## config.mk

```make
export PLATFORM = sky130hd
export DESIGN_NAME = vga_timing_generator
export DESIGN_NICKNAME = d
export VERILOG_FILES = /design/src/rtl/vga_timing_generator.sv
export SDC_FILE = /design/constraint.sdc
export NUM_CORES = 1
export LEC_CHECK = 0
export ABC_AREA = 1
export CORE_AREA = 5 5 66 68
export CTS_CLUSTER_DIAMETER = 120
export DETAILED_ROUTE_END_ITERATION = 8
export DIE_AREA = 0 0 71 73
export PLACE_DENSITY = 0.79
export SYNTH_ARGS = -nofsm -noshare
export SYNTH_HDL_FRONTEND = slang
export SYNTH_SLANG_ARGS = --single-unit
```

## constraint.sdc

```tcl
create_clock -name i_pixel_clk -period 4.5 [get_ports i_pixel_clk]
set_clock_uncertainty 0.2 [all_clocks]
set_input_delay 0.45 -clock i_pixel_clk [delete_from_list [all_inputs] [get_ports i_pixel_clk]]
set_output_delay 0.45 -clock i_pixel_clk [all_outputs]
set_load 0.01 [all_outputs]
```

## src/rtl/vga_timing_generator.sv

```systemverilog
// Free-running VGA raster timing source: registered hsync/vsync, display_enable, pixel_x/pixel_y and line/frame pulses.
// Optional 8-bit completed-frame counter on o_frame_count when VGA_FRAME_COUNTER_EN is defined.
module vga_timing_generator #(
    parameter int H_ACTIVE = 640,
    parameter int H_FP     = 16,
    parameter int H_SYNC   = 96,
    parameter int H_BP     = 48,
    parameter int V_ACTIVE = 480,
    parameter int V_FP     = 10,
    parameter int V_SYNC   = 2,
    parameter int V_BP     = 33,
    parameter bit SYNC_POL = 1'b0
) (
    input  logic       i_pixel_clk,
    input  logic       i_reset,
    output logic       o_hsync,
    output logic       o_vsync,
    output logic       o_display_enable,
    output logic [9:0] o_pixel_x,
    output logic [9:0] o_pixel_y,
    output logic       o_line_start,
`ifdef VGA_FRAME_COUNTER_EN
    output logic       o_frame_start,
    output logic [7:0] o_frame_count
`else
    output logic       o_frame_start
`endif
);

    localparam int CW      = 10;
    localparam int BW      = CW + 1;
    localparam int H_TOTAL = H_ACTIVE + H_FP + H_SYNC + H_BP;
    localparam int V_TOTAL = V_ACTIVE + V_FP + V_SYNC + V_BP;

    // Axis 0 is horizontal, axis 1 is vertical; boundaries kept one bit wider so a 1024 total still compares cleanly.
    localparam logic [1:0][BW-1:0] P_TOTAL      = {BW'(V_TOTAL), BW'(H_TOTAL)};
    localparam logic [1:0][BW-1:0] P_ACTIVE     = {BW'(V_ACTIVE), BW'(H_ACTIVE)};
    localparam logic [1:0][BW-1:0] P_SYNC_START = {BW'(V_ACTIVE + V_FP), BW'(H_ACTIVE + H_FP)};
    localparam logic [1:0][BW-1:0] P_SYNC_END   = {BW'(V_ACTIVE + V_FP + V_SYNC),
                                                   BW'(H_ACTIVE + H_FP + H_SYNC)};

    typedef enum logic [1:0] {
        PH_ACTIVE = 2'd0,
        PH_FP     = 2'd1,
        PH_SYNC   = 2'd2,
        PH_BP     = 2'd3
    } phase_t;

    function automatic phase_t phase_of(input logic [BW-1:0] cnt, input logic axis);
        phase_t ph;
        if (cnt < P_ACTIVE[axis]) begin
            ph = PH_ACTIVE;
        end else if (cnt < P_SYNC_START[axis]) begin
            ph = PH_FP;
        end else if (cnt < P_SYNC_END[axis]) begin
            ph = PH_SYNC;
        end else begin
            ph = PH_BP;
        end
        return ph;
    endfunction

    logic [CW-1:0] w_cnt_next [2];
    logic [1:0]    w_wrap;
    logic [1:0]    w_step;
    logic [1:0]    w_sync_next;
    logic [1:0]    w_active_next;
    logic          w_line_start_next;
    logic          w_frame_start_next;

    // The vertical axis only advances on the edge where the horizontal counter wraps.
    assign w_step = {w_wrap[0], 1'b1};

    genvar gi;
    generate
        for (gi = 0; gi < 2; gi++) begin : g_axis
            localparam logic          AX          = 1'(gi);
            localparam logic [CW-1:0] LAST        = CW'(P_TOTAL[AX] - 1'b1);
            localparam phase_t        RESET_PHASE = phase_of({1'b0, LAST}, AX);

            logic [CW-1:0] r_cnt;
            logic [BW-1:0] w_cnt_ext;
            phase_t        r_phase;
            phase_t        w_phase_next;

            assign w_wrap[AX]     = (r_cnt == LAST);
            assign w_cnt_next[AX] = !w_step[AX] ? r_cnt :
                                    (w_wrap[AX] ? '0 : r_cnt + 1'b1);
            assign w_cnt_ext      = {1'b0, w_cnt_next[AX]};

            // Later boundaries are tested first so zero-length phases collapse onto the following one.
            always_comb begin
                w_phase_next = r_phase;
                if (w_step[AX]) begin
                    if (w_cnt_ext == '0) begin
                        w_phase_next = PH_ACTIVE;
                    end else if (w_cnt_ext == P_SYNC_END[AX]) begin
                        w_phase_next = PH_BP;
                    end else if (w_cnt_ext == P_SYNC_START[AX]) begin
                        w_phase_next = PH_SYNC;
                    end else if (w_cnt_ext == P_ACTIVE[AX]) begin
                        w_phase_next = PH_FP;
                    end
                end
            end

            always_ff @(posedge i_pixel_clk or negedge i_reset) begin
                if (!i_reset) begin
                    r_cnt   <= LAST;
                    r_phase <= RESET_PHASE;
                end else begin
                    r_cnt   <= w_cnt_next[AX];
                    r_phase <= w_phase_next;
                end
            end

            assign w_sync_next[AX]   = (w_phase_next == PH_SYNC);
            assign w_active_next[AX] = (w_phase_next == PH_ACTIVE);
        end
    endgenerate

    assign w_line_start_next  = (w_cnt_next[0] == '0);
    assign w_frame_start_next = w_line_start_next && (w_cnt_next[1] == '0);

    logic          r_hsync;
    logic          r_vsync;
    logic          r_display_enable;
    logic [CW-1:0] r_pixel_x;
    logic [CW-1:0] r_pixel_y;
    logic          r_line_start;
    logic          r_frame_start;

    // Every port is registered from next-count decodes so it moves on the same edge as its counter.
    always_ff @(posedge i_pixel_clk or negedge i_reset) begin
        if (!i_reset) begin
            r_hsync          <= ~SYNC_POL;
            r_vsync          <= ~SYNC_POL;
            r_display_enable <= 1'b0;
            r_pixel_x        <= '0;
            r_pixel_y        <= '0;
            r_line_start     <= 1'b0;
            r_frame_start    <= 1'b0;
        end else begin
            r_hsync          <= w_sync_next[0] ? SYNC_POL : ~SYNC_POL;
            r_vsync          <= w_sync_next[1] ? SYNC_POL : ~SYNC_POL;
            r_display_enable <= &w_active_next;
            r_pixel_x        <= w_cnt_next[0];
            r_pixel_y        <= w_cnt_next[1];
            r_line_start     <= w_line_start_next;
            r_frame_start    <= w_frame_start_next;
        end
    end

    assign o_hsync          = r_hsync;
    assign o_vsync          = r_vsync;
    assign o_display_enable = r_display_enable;
    assign o_pixel_x        = r_pixel_x;
    assign o_pixel_y        = r_pixel_y;
    assign o_line_start     = r_line_start;
    assign o_frame_start    = r_frame_start;

`ifdef VGA_FRAME_COUNTER_EN
    logic [7:0] r_frame_count;
    logic       r_frame_armed;

    // The first frame_start after reset begins frame 0; only later ones mark a completed frame.
    always_ff @(posedge i_pixel_clk or negedge i_reset) begin
        if (!i_reset) begin
            r_frame_count <= '0;
            r_frame_armed <= 1'b0;
        end else if (w_frame_start_next) begin
            r_frame_armed <= 1'b1;
            if (r_frame_armed) begin
                r_frame_count <= r_frame_count + 1'b1;
            end
        end
    end

    assign o_frame_count = r_frame_count;
`endif

endmodule
```

==> results of run 1 <==
synthesized netlist by cell type:
| library cell | instances | share of area |
|---|---|---|
| o211ai_1 | 1 | 0.0036 |
| o21ai_0 | 3 | 0.0072 |
| dfstp_2 | 16 | 0.20 |
| buf_4 | 10 | 0.036 |
| a21oi_2 | 1 | 0.0042 |
| nand3_1 | 22 | 0.053 |
| xor2_1 | 4 | 0.017 |
| nor2_2 | 5 | 0.015 |
| nand3b_1 | 2 | 0.0072 |
| nand3_4 | 1 | 0.0084 |
| o211ai_2 | 1 | 0.0060 |
| nor3b_1 | 1 | 0.0036 |
| nor3_1 | 2 | 0.0048 |
| nor2_1 | 24 | 0.043 |
| nor2_4 | 2 | 0.011 |
| dfrtp_1 | 23 | 0.28 |
| o21ai_1 | 1 | 0.0024 |
| nor3_2 | 1 | 0.0048 |
| ha_1 | 4 | 0.024 |
| nand2_1 | 83 | 0.15 |
| buf_6 | 1 | 0.0054 |
| nand2_2 | 5 | 0.015 |
| inv_1 | 36 | 0.065 |
| clkinv_4 | 1 | 0.0042 |
| nand4_1 | 7 | 0.021 |
| inv_2 | 3 | 0.0054 |
| nor4_1 | 1 | 0.0030 |
registers in the layout, indices dropped and copies added (netlist names):
name,count
g_axis.r_cnt,10
g_axis.r_phase,4
o_display_enable,1
o_frame_start,1
o_hsync,1
o_line_start,1
o_pixel_x,10
o_pixel_y,10
o_vsync,1
final cells by class:
type / count / area [um2]
repair buffers: 26 / 255
fillers: 344 / 1380
clock inverters: 3 / 43.8
multi-input cells: 171 / 841
well taps: 50 / 62.6
clock buffers: 5 / 68.8
inverters: 40 / 155
flip-flops and latches: 39 / 996
routing by layer:
layer / wire length (um) / track usage
met5: 0 / 0
met4: 80 / 0.0793
met3: 209 / 0.0275
met2: 1810 / 0.248
met1: 1870 / 0.228
through the flow:
step	util	setup WS (ps)	area, um2	power (mW)
6_report	0.638	1830	2420	0.645
5_1_grt	0.638	1650	2420	0.666
4_1_cts	0.638	1820	2420	0.651
3_5_place_dp	0.608	1860	2310	0.364
3_3_place_gp	0.608	1930	2310	0.364
2_1_floorplan	-	2250	2080	0.357
report_power, final:
group          switching (mW)  total, mW  internal (mW)
logic                 0.00611    0.00643       0.000313
clock network           0.123      0.288          0.165
registers                   0      0.351          0.351
total                   0.129      0.645          0.516
logic make-up after synthesis:
group	share of synthesized area
xor+xnor	0.0169
compound gates	0.0235
simple gates	0.340
buf+inv	0.116
fa+ha+maj	0.0241
flops	0.479
layout by cell type, fill, tap and decap left out, types with 2 or more instances in the layout:
master	n
nand2_1	83
inv_2	3
nand2_2	5
nor2_1	24
clkinv_4	2
inv_1	36
nor2_2	5
dfstp_2	16
clkbuf_8	5
nand3b_1	2
clkdlybuf4s50_1	25
xor2_1	4
nor2_4	2
ha_1	4
nand4_1	7
nand3_1	22
nor3_1	2
o21ai_0	3
dfrtp_1	23
critical path, stage by stage, from the launching register on:
cell,delay [ps]
dfstp_2,570
ha_1,230
nand2_2,90
nor2_4,180
nand3_4,210
clkinv_4,160
nand3_1,80
nand2_1,120
nand2_1,80
nor2_2,140
nand4_1,130
nand2_1,90
nand2_1,40
nand2_1,90
nand3_1,70
nor2_1,100
worst min path at each step:
| stage | depth (start not counted) | slack [ps] | from | to |
|---|---|---|---|---|
| after CTS | 1 | 70 | i_reset | o_pixel_x[2]$_DFF_PN0_ |
| final | 1 | 40 | i_reset | o_pixel_x[2]$_DFF_PN0_ |
| after global placement | 2 | 300 | g_axis[1].r_phase[1]$_DFF_PN1_ | g_axis[1].r_phase[1]$_DFF_PN1_ |
| after global routing | 1 | 120 | i_reset | o_pixel_x[2]$_DFF_PN0_ |
| after detailed placement | 2 | 320 | g_axis[1].r_phase[0]$_DFF_PN1_ | g_axis[1].r_phase[0]$_DFF_PN1_ |
| after floorplan | 0 | -50 | i_reset | o_display_enable$_DFF_PN0_ |
==> run_results.csv, run 1 <==
group,metric,value,unit
status,status,"finished clean",
floorplanning,die_h,73,um
timing,fin_tns_setup,0,ps
placed_design,finalWeightedCongestion,0.871,
global_route,antenna_found_initial,0,
final_layout,n_antenna_cell,0,
worst_setup_path,crit_start,"g_axis[0].r_cnt[0]$_DFF_PN1_",
detailed_routing,drtPass1Iterations,4,
clocking,cts_hold_buf,0,
timing,slew_headroom,0.460,
worst_setup_path,start_kind,"flip-flop",
clocking,cts.reportedPaths.clkPinSlew,80,ps
worst_setup_path,required,4520,ps
synthesis,syn_avg_cell_area,7.96,um2
timing,setup_violations,0,
worst_setup_path,r2r_end,"o_display_enable$_DFF_PN0_",
pwr,p_leak,1.19,nW
global_route,grt_max_degree,40,
worst_setup_path,cp_max_fo,12,
timing,fmax,0.375,GHz
clocking,cts_sinks,39,
floorplanning,pin_count,27,
detailed_routing,drt-initial-drc-count,194,
floorplanning,die_area,0.00518,mm2
pwr,vdd_drop_max,0.226,mV
detailed_routing,viasPerCell,4.96,
pwr,power_density,266,mW/mm2
timing,slew_viol_final,0,
clocking,clockRootBuffer,"clkbuf_8",
flow_run,maxCapViolations,0,
synthesis,ys_seq_area_frac,0.479,
clocking,htree_levels,2,
final_layout,nets,289,
clocking,post-cts-setup-buffers,0,
global_route,grt_pass1_wl,6570,um
clocking,cts_tree,"yes",
synthesis,synth_cells,261,
clocking,numCtsBuffers,5,
floorplanning,core_area,0.00380,mm2
floorplanning,row_count,23,
clocking,cts_resized,0,
detailed_routing,dr_total_vias,1657,
global_route,grt-ovfl-total,0,
floorplanning,start_util,0.547,
synthesis,yosysUniqueCellTypes,27,
detailed_routing,wl,3970,um
worst_setup_path,endpoint_kind,"flip-flop",
placed_design,hpwl,3000,um
synthesis,yosysWarnings,0,
worst_setup_path,path_class,"flip-flop to flip-flop",
synthesis,syn_nets,267,
clocking,clk_path_buf_depth,2,
timing,tightestPinTransition,810,ps
final_layout,synthToLayoutAreaGrowth,16.6,%
worst_setup_path,reg2reg_slack,1830,ps
detailed_routing,routedWlPerCell,11.9,um
timing,finalCritPeriodShare,0.593,
timing,finalCriticalPeriod,2670,ps
placed_design,io_buffers,26,
synthesis,synth_area,0.00208,mm2
final_layout,fin_cells,334,
worst_setup_path,reg2reg_from,"g_axis[0].r_cnt[0]$_DFF_PN1_",
floorplanning,die_w,71,um
clocking,clk_latency,290,ps
detailed_routing,post-route-drc-count,0,
global_route,track_usage,0.163,
worst_setup_path,crit_path_end,"o_display_enable$_DFF_PN0_",
timing,fin_hold_ws,43.8,ps
detailed_routing,antenna_left,0,
worst_setup_path,rr_worst_depth,15,
synthesis,ys_seq_elements,39,
timing,rsz0062_at_grt,"false",
global_route,grt_pass1_vias,1440,
hold_path,hp-class,"input port to async pin",
worst_setup_path,arrival,2690,ps
placed_design,place_inst,326,
timing,finalHoldViolations,0,
final_layout,drive_gt1_frac,0.158,
(Power assumes the default switching activity.)
==> run 2: changes to the inputs <==
CORE_AREA = 5 5 68 70   (was 5 5 66 68)
DIE_AREA = 0 0 73 75   (was 0 0 71 73)
PLACE_DENSITY = 0.74   (was 0.79)
clock period = 2.58 ns   (was 4.5 ns; I/O delays follow)
==> run 2 against run 1 <==
Net effect:
- die area is 5.6% higher
- count of clock-buffer cells in the layout did not move
- cell count grew 4.2%
- clock power rose by 42%
- critical path type unchanged
- highest routed layer unchanged
==> run_results.csv, run 2 (synthesized netlist as in run 1, its figures left out) <==
group,metric,value,unit
floorplanning,core_area,0.00391,mm2
final_layout,synthToLayoutAreaGrowth,23.2,%
global_route,grt-ovfl-total,0,
floorplanning,row_count,23,
global_route,antenna_found_initial,0,
floorplanning,die_h,75,um
timing,tightestPinTransition,819,ps
timing,fmax,0.403,GHz
clocking,cts_sinks,39,
timing,finalCritPeriodShare,0.961,
detailed_routing,viasPerCell,5.03,
pwr,power_density,404,mW/mm2
clocking,clk_path_buf_depth,2,
timing,finalHoldViolations,0,
global_route,grt_pass1_vias,1605,
worst_setup_path,crit_path_end,"o_display_enable$_DFF_PN0_",
worst_setup_path,reg2reg_slack,100,ps
timing,setup_violations,0,
pwr,p_leak,1.25,nW
detailed_routing,post-route-drc-count,0,
final_layout,final_area,0.00256,mm2
worst_setup_path,crit_start,"g_axis[0].r_cnt[1]$_DFF_PN1_",
timing,slew_viol_final,0,
detailed_routing,antenna_left,0,
clocking,numCtsBuffers,5,
worst_setup_path,start_kind,"flip-flop",
floorplanning,start_util,0.531,
pwr,vdd_drop_max,0.480,mV
placed_design,finalWeightedCongestion,0.889,
worst_setup_path,path_class,"flip-flop to flip-flop",
status,status,"finished clean",
detailed_routing,routedWlPerCell,12.8,um
placed_design,hpwl,3010,um
global_route,grt_max_degree,40,
clocking,cts_tree,"yes",
floorplanning,pin_count,27,
floorplanning,die_area,0.00548,mm2
floorplanning,die_w,73,um
final_layout,drive_gt1_frac,0.228,
timing,finalCriticalPeriod,2480,ps
clocking,clockRootBuffer,"clkbuf_8",
worst_setup_path,rr_worst_depth,17,
clocking,clk_latency,290,ps
detailed_routing,drt-initial-drc-count,92,
global_route,grt_pass1_wl,7250,um
worst_setup_path,reg2reg_from,"g_axis[0].r_cnt[1]$_DFF_PN1_",
hold_path,hp-class,"flip-flop to flip-flop",
detailed_routing,drtPass1Iterations,5,
global_route,track_usage,0.176,
detailed_routing,dr_total_vias,1749,
placed_design,io_buffers,26,
detailed_routing,wl,4440,um
flow_run,maxCapViolations,0,
worst_setup_path,endpoint_kind,"flip-flop",
timing,slew_headroom,0.454,
worst_setup_path,arrival,2470,ps
hold_path,worstHoldPathCells,2,
worst_setup_path,r2r_end,"o_display_enable$_DFF_PN0_",
placed_design,place_inst,328,
final_layout,layout_common_cells,"nand2_1, inv_1, clkdlybuf4s50_1, dfrtp_1, nor2_1",
final_layout,n_antenna_cell,0,
clocking,htree_levels,2,
final_layout,nets,303,
pwr,total_power,1.03,mW
final_layout,layout_commonest_cell,"nand2_1",
clocking,cts.reportedPaths.clkPinSlew,80,ps
placed_design,postPlaceCellArea,0.00234,mm2
worst_setup_path,cp_max_fo,6,
final_layout,fin_cells,348,
worst_setup_path,required,2570,ps
final_layout,final_core_util,0.654,
run 2: how the worst min path moves through the flow:
stage                                    from                              to  slack (ps)
3_5_place_dp                          i_reset          o_pixel_x[4]$_DFF_PN0_         210
5_1_grt        g_axis[1].r_phase[1]$_DFF_PN1_  g_axis[1].r_phase[1]$_DFF_PN1_         340
6_report       g_axis[1].r_phase[0]$_DFF_PN1_  g_axis[1].r_phase[0]$_DFF_PN1_         320
4_1_cts        g_axis[1].r_phase[1]$_DFF_PN1_  g_axis[1].r_phase[1]$_DFF_PN1_         320
3_3_place_gp                          i_reset          o_pixel_x[1]$_DFF_PN0_         200
2_1_floorplan                         i_reset      o_display_enable$_DFF_PN0_        -240
run 2: layout make-up:
cell class	instances	area, um2
inverters	40	158
clock buffers	5	68.8
fillers	342	1350
clock inverters	3	20.0
multi-input cells	171	881
flip-flops and latches	39	996
well taps	50	62.6
repair buffers	40	375
run 2: per-stage QoR:
step | setup WS (ps) | hold WS [ps] | setup TNS, ps
final | 101 | 321 | 0
after global routing | -73.1 | 342 | -112
after CTS | 36.6 | 324 | 0
after detailed placement | 53.4 | 208 | 0
after global placement | 109 | 203 | 0
after floorplan | 329 | -238 | 0
run 2: routing by layer:
layer,routed length (um),vias to the layer above,share of wire,GRT usage
li1,-,871,-,-
met1,2040,812,0.46,0.240
met2,1990,54,0.45,0.259
met3,284,12,0.064,0.0507
met4,127,0,0.029,0.0779
met5,0,-,0,0
run 2: what timing repair did:
action	CTS	global route
buffers inserted	0	11
hold buffers	1	0
hold endpoints to repair	23	0
endpoints found under the setup margin	0	7
gates resized for setup	0	12
run 2: worst max-delay path, cell delays in order (launching register included):
cell and delay [ps]:
dfstp_2 590, ha_4 160, nand2_2 70, nor2_4 160, nand3_4 150, buf_4 170, nand2_1 50, nand2_1 80
inv_1 100, nand2_2 70, nor2_2 100, nand3_1 90, nand2_1 70, nand2_1 50, nand2_1 70, nand2_2 60
nand3_1 70, nor2_1 40
run 2: report_power, final:
| group | switching (mW) | internal [mW] | leakage [nW] |
|---|---|---|---|
| Sequential | 0 | 0.612 | 0.468 |
| Clock | 0.222 | 0.188 | 0.0402 |
| Combinational | 0.0110 | 0.00152 | 0.745 |
| Total | 0.233 | 0.802 | 1.25 |
==> run 3: changes to the inputs <==
CTS_CLUSTER_DIAMETER = unset   (was 120)
clock period = 2.3 ns   (was 2.58 ns; I/O delays follow)
==> run 3 against run 2 <==
Net effect:
- the flow now finishes with violations (negative setup slack)
- non-clock buffer count grew 15
- worst setup slack lost 200 ps
- critical path type unchanged
- highest routed layer unchanged
- power grew 13%
- utilization grew 6.5 points
- global-route usage grew 1.5 points
- first-iteration DRC count grew 30%
==> run_results.csv, run 3 (synthesized netlist as in run 1, its figures left out) <==
group,metric,value,unit
floorplanning,die_h,75,um
floorplanning,die_w,73,um
worst_setup_path,reg2reg_slack,-100,ps
global_route,antenna_found_initial,0,
timing,slew_viol_final,0,
global_route,track_usage,0.190,
detailed_routing,drtPass1Iterations,5,
final_layout,synthToLayoutAreaGrowth,35.5,%
worst_setup_path,start_kind,"flip-flop",
floorplanning,core_area,0.00391,mm2
clocking,clk_latency,300,ps
clocking,cts_sinks,39,
worst_setup_path,reg2reg_from,"g_axis[0].r_cnt[0]$_DFF_PN1_",
pwr,p_leak,1.39,nW
final_layout,final_core_util,0.719,
detailed_routing,antenna_left,0,
global_route,grt_pass1_vias,1707,
clocking,clockRootBuffer,"clkbuf_8",
final_layout,drive_gt1_frac,0.350,
final_layout,layout_commonest_cell,"nand2_1",
floorplanning,pin_count,27,
global_route,grt_pass1_wl,7960,um
timing,fin_tns_setup,-237,ps
clocking,cts_tree,"yes",
clocking,cts.reportedPaths.clkPinSlew,80,ps
worst_setup_path,endpoint_kind,"flip-flop",
final_layout,fillers,304,
pwr,power_density,415,mW/mm2
timing,rsz0062_at_grt,"true",
flow_run,maxCapViolations,0,
worst_setup_path,cp_max_fo,8,
worst_setup_path,cpPeakStageDelay,560,ps
final_layout,nets,319,
timing,finalCritPeriodShare,1.04,
detailed_routing,routedWlPerCell,13.2,um
floorplanning,die_area,0.00548,mm2
timing,fmax,0.416,GHz
hold_path,hp-class,"flip-flop to flip-flop",
global_route,grt_max_degree,40,
worst_setup_path,path_class,"flip-flop to flip-flop",
hold_path,min_from,"g_axis[1].r_phase[1]$_DFF_PN1_",
timing,setup_ws,-101,ps
timing,slew_headroom,0.439,
timing,finalHoldViolations,0,
floorplanning,row_count,23,
placed_design,hpwl,3170,um
worst_setup_path,crit_start,"g_axis[0].r_cnt[0]$_DFF_PN1_",
status,status,"complete, but fails checks",
clocking,clk_path_buf_depth,2,
pwr,vdd_drop_max,0.378,mV
final_layout,n_antenna_cell,0,
detailed_routing,drt-initial-drc-count,120,
timing,setup_violations,4,
detailed_routing,viasPerCell,4.91,
worst_setup_path,path_cells,"ha_4 -> nand4_1 -> nor2_4 -> buf_12 -> nand3_1 -> nand2_2 -> inv_2 -> nand2_2 -> nor2_4 -> inv_2 -> nor2_2 -> a21oi_2 -> nand2_1 -> nand2_1 -> nand3_1",
status,failed_checks,"negative setup slack",
clocking,numCtsBuffers,5,
detailed_routing,wl,4800,um
worst_setup_path,arrival,2430,ps
global_route,grt-ovfl-total,0,
final_layout,layout_common_cells,"nand2_1, inv_1, clkdlybuf4s50_1, buf_4, dfrtp_1",
timing,finalCriticalPeriod,2400,ps
timing,tightestPinTransition,841,ps
placed_design,finalWeightedCongestion,0.890,
placed_design,io_buffers,26,
worst_setup_path,crit_slowest_cell,"dfstp_2",
detailed_routing,dr_total_vias,1786,
detailed_routing,post-route-drc-count,0,
floorplanning,start_util,0.531,
worst_setup_path,required,2320,ps
placed_design,pre_cts_ws,-135,ps
clocking,htree_levels,2,
==> run 3: cell count changes in the layout (fill, tap and decap cells not counted), moves of 4 or more <==
cell | previous run | this run
buf_4 | 12 | 25
inv_1 | 36 | 32
inv_2 | 3 | 7
nand2_1 | 78 | 67
nand2_2 | 10 | 18
nand3_1 | 21 | 15
nand3_2 | 1 | 6
nor2_4 | 2 | 6
==> run 3: final cells by class <==
class / count / area (um2) / area share
clock buffers: 5 / 68.8 / 0.0244
clock inverters: 3 / 20.0 / 0.00711
inverters: 40 / 155 / 0.0551
multi-input cells: 171 / 1010 / 0.360
flip-flops and latches: 39 / 996 / 0.354
well taps: 50 / 62.6 / 0.0222
repair buffers: 55 / 495 / 0.176
repair inverters: 1 / 5.00 / 0.00178
==> run 3: power by group <==
group	switching (mW)	total [mW]	internal, mW	leakage [nW]
clock network	0.255	0.466	0.211	0.0402
logic	0.0126	0.0143	0.00169	0.877
registers	0	0.687	0.687	0.468
total	0.268	1.17	0.899	1.39
==> run 3: worst max-delay path, delay by kind of cell (launching register included) <==
kind,cells,cell delay (ps)
AOI/OAI and AO/OA,1,170
adders and majority gates,1,160
buffers and inverters,3,230
DFF,1,560
and+or+nand+nor,10,980
==> run 3: metal layers <==
| layer | vias to the layer above | GRT usage | wire length, um |
|---|---|---|---|
| met5 | - | 0 | 0 |
| met4 | 0 | 0.0697 | 67 |
| met3 | 7 | 0.0454 | 244 |
| met2 | 41 | 0.280 | 2290 |
| met1 | 841 | 0.273 | 2200 |
| li1 | 897 | - | - |
==> run 3: what timing repair did <==
| item | in CTS | in global routing |
|---|---|---|
| pin swaps | 10 | 36 |
| gates resized for setup | 12 | 37 |
| setup buffers | 3 | 6 |
| setup endpoints to repair | 6 | 9 |
| hold buffers | 1 | 0 |
| cloned | 1 | 0 |
| hold endpoints to repair | 23 | 0 |
==> run 3: through the flow <==
| step | power [mW] | std cells | hold slack (ps) | instance area, um2 |
|---|---|---|---|---|
| 4_1_cts | 1.18 | 358 | 316 | 2640 |
| 5_1_grt | 1.21 | 364 | 352 | 2820 |
| 3_3_place_gp | 0.713 | 345 | 171 | 2460 |
| 6_report | 1.17 | 364 | 314 | 2820 |
| 3_5_place_dp | 0.713 | 345 | 183 | 2460 |
| 2_1_floorplan | 0.699 | 261 | -266 | 2080 |
==> run 3: path summary, 6_finish.rpt <==
kind	cells after the start	endpoint
min in group asynchronous	2	o_pixel_x[1]$_DFF_PN0_
worst max-delay path	15	o_vsync$_DFF_PN1_
max in group asynchronous	2	o_pixel_x[2]$_DFF_PN0_
worst min register to register	2	g_axis[1].r_phase[1]$_DFF_PN1_
worst min-delay path	2	g_axis[1].r_phase[1]$_DFF_PN1_
worst max register to register	15	o_vsync$_DFF_PN1_
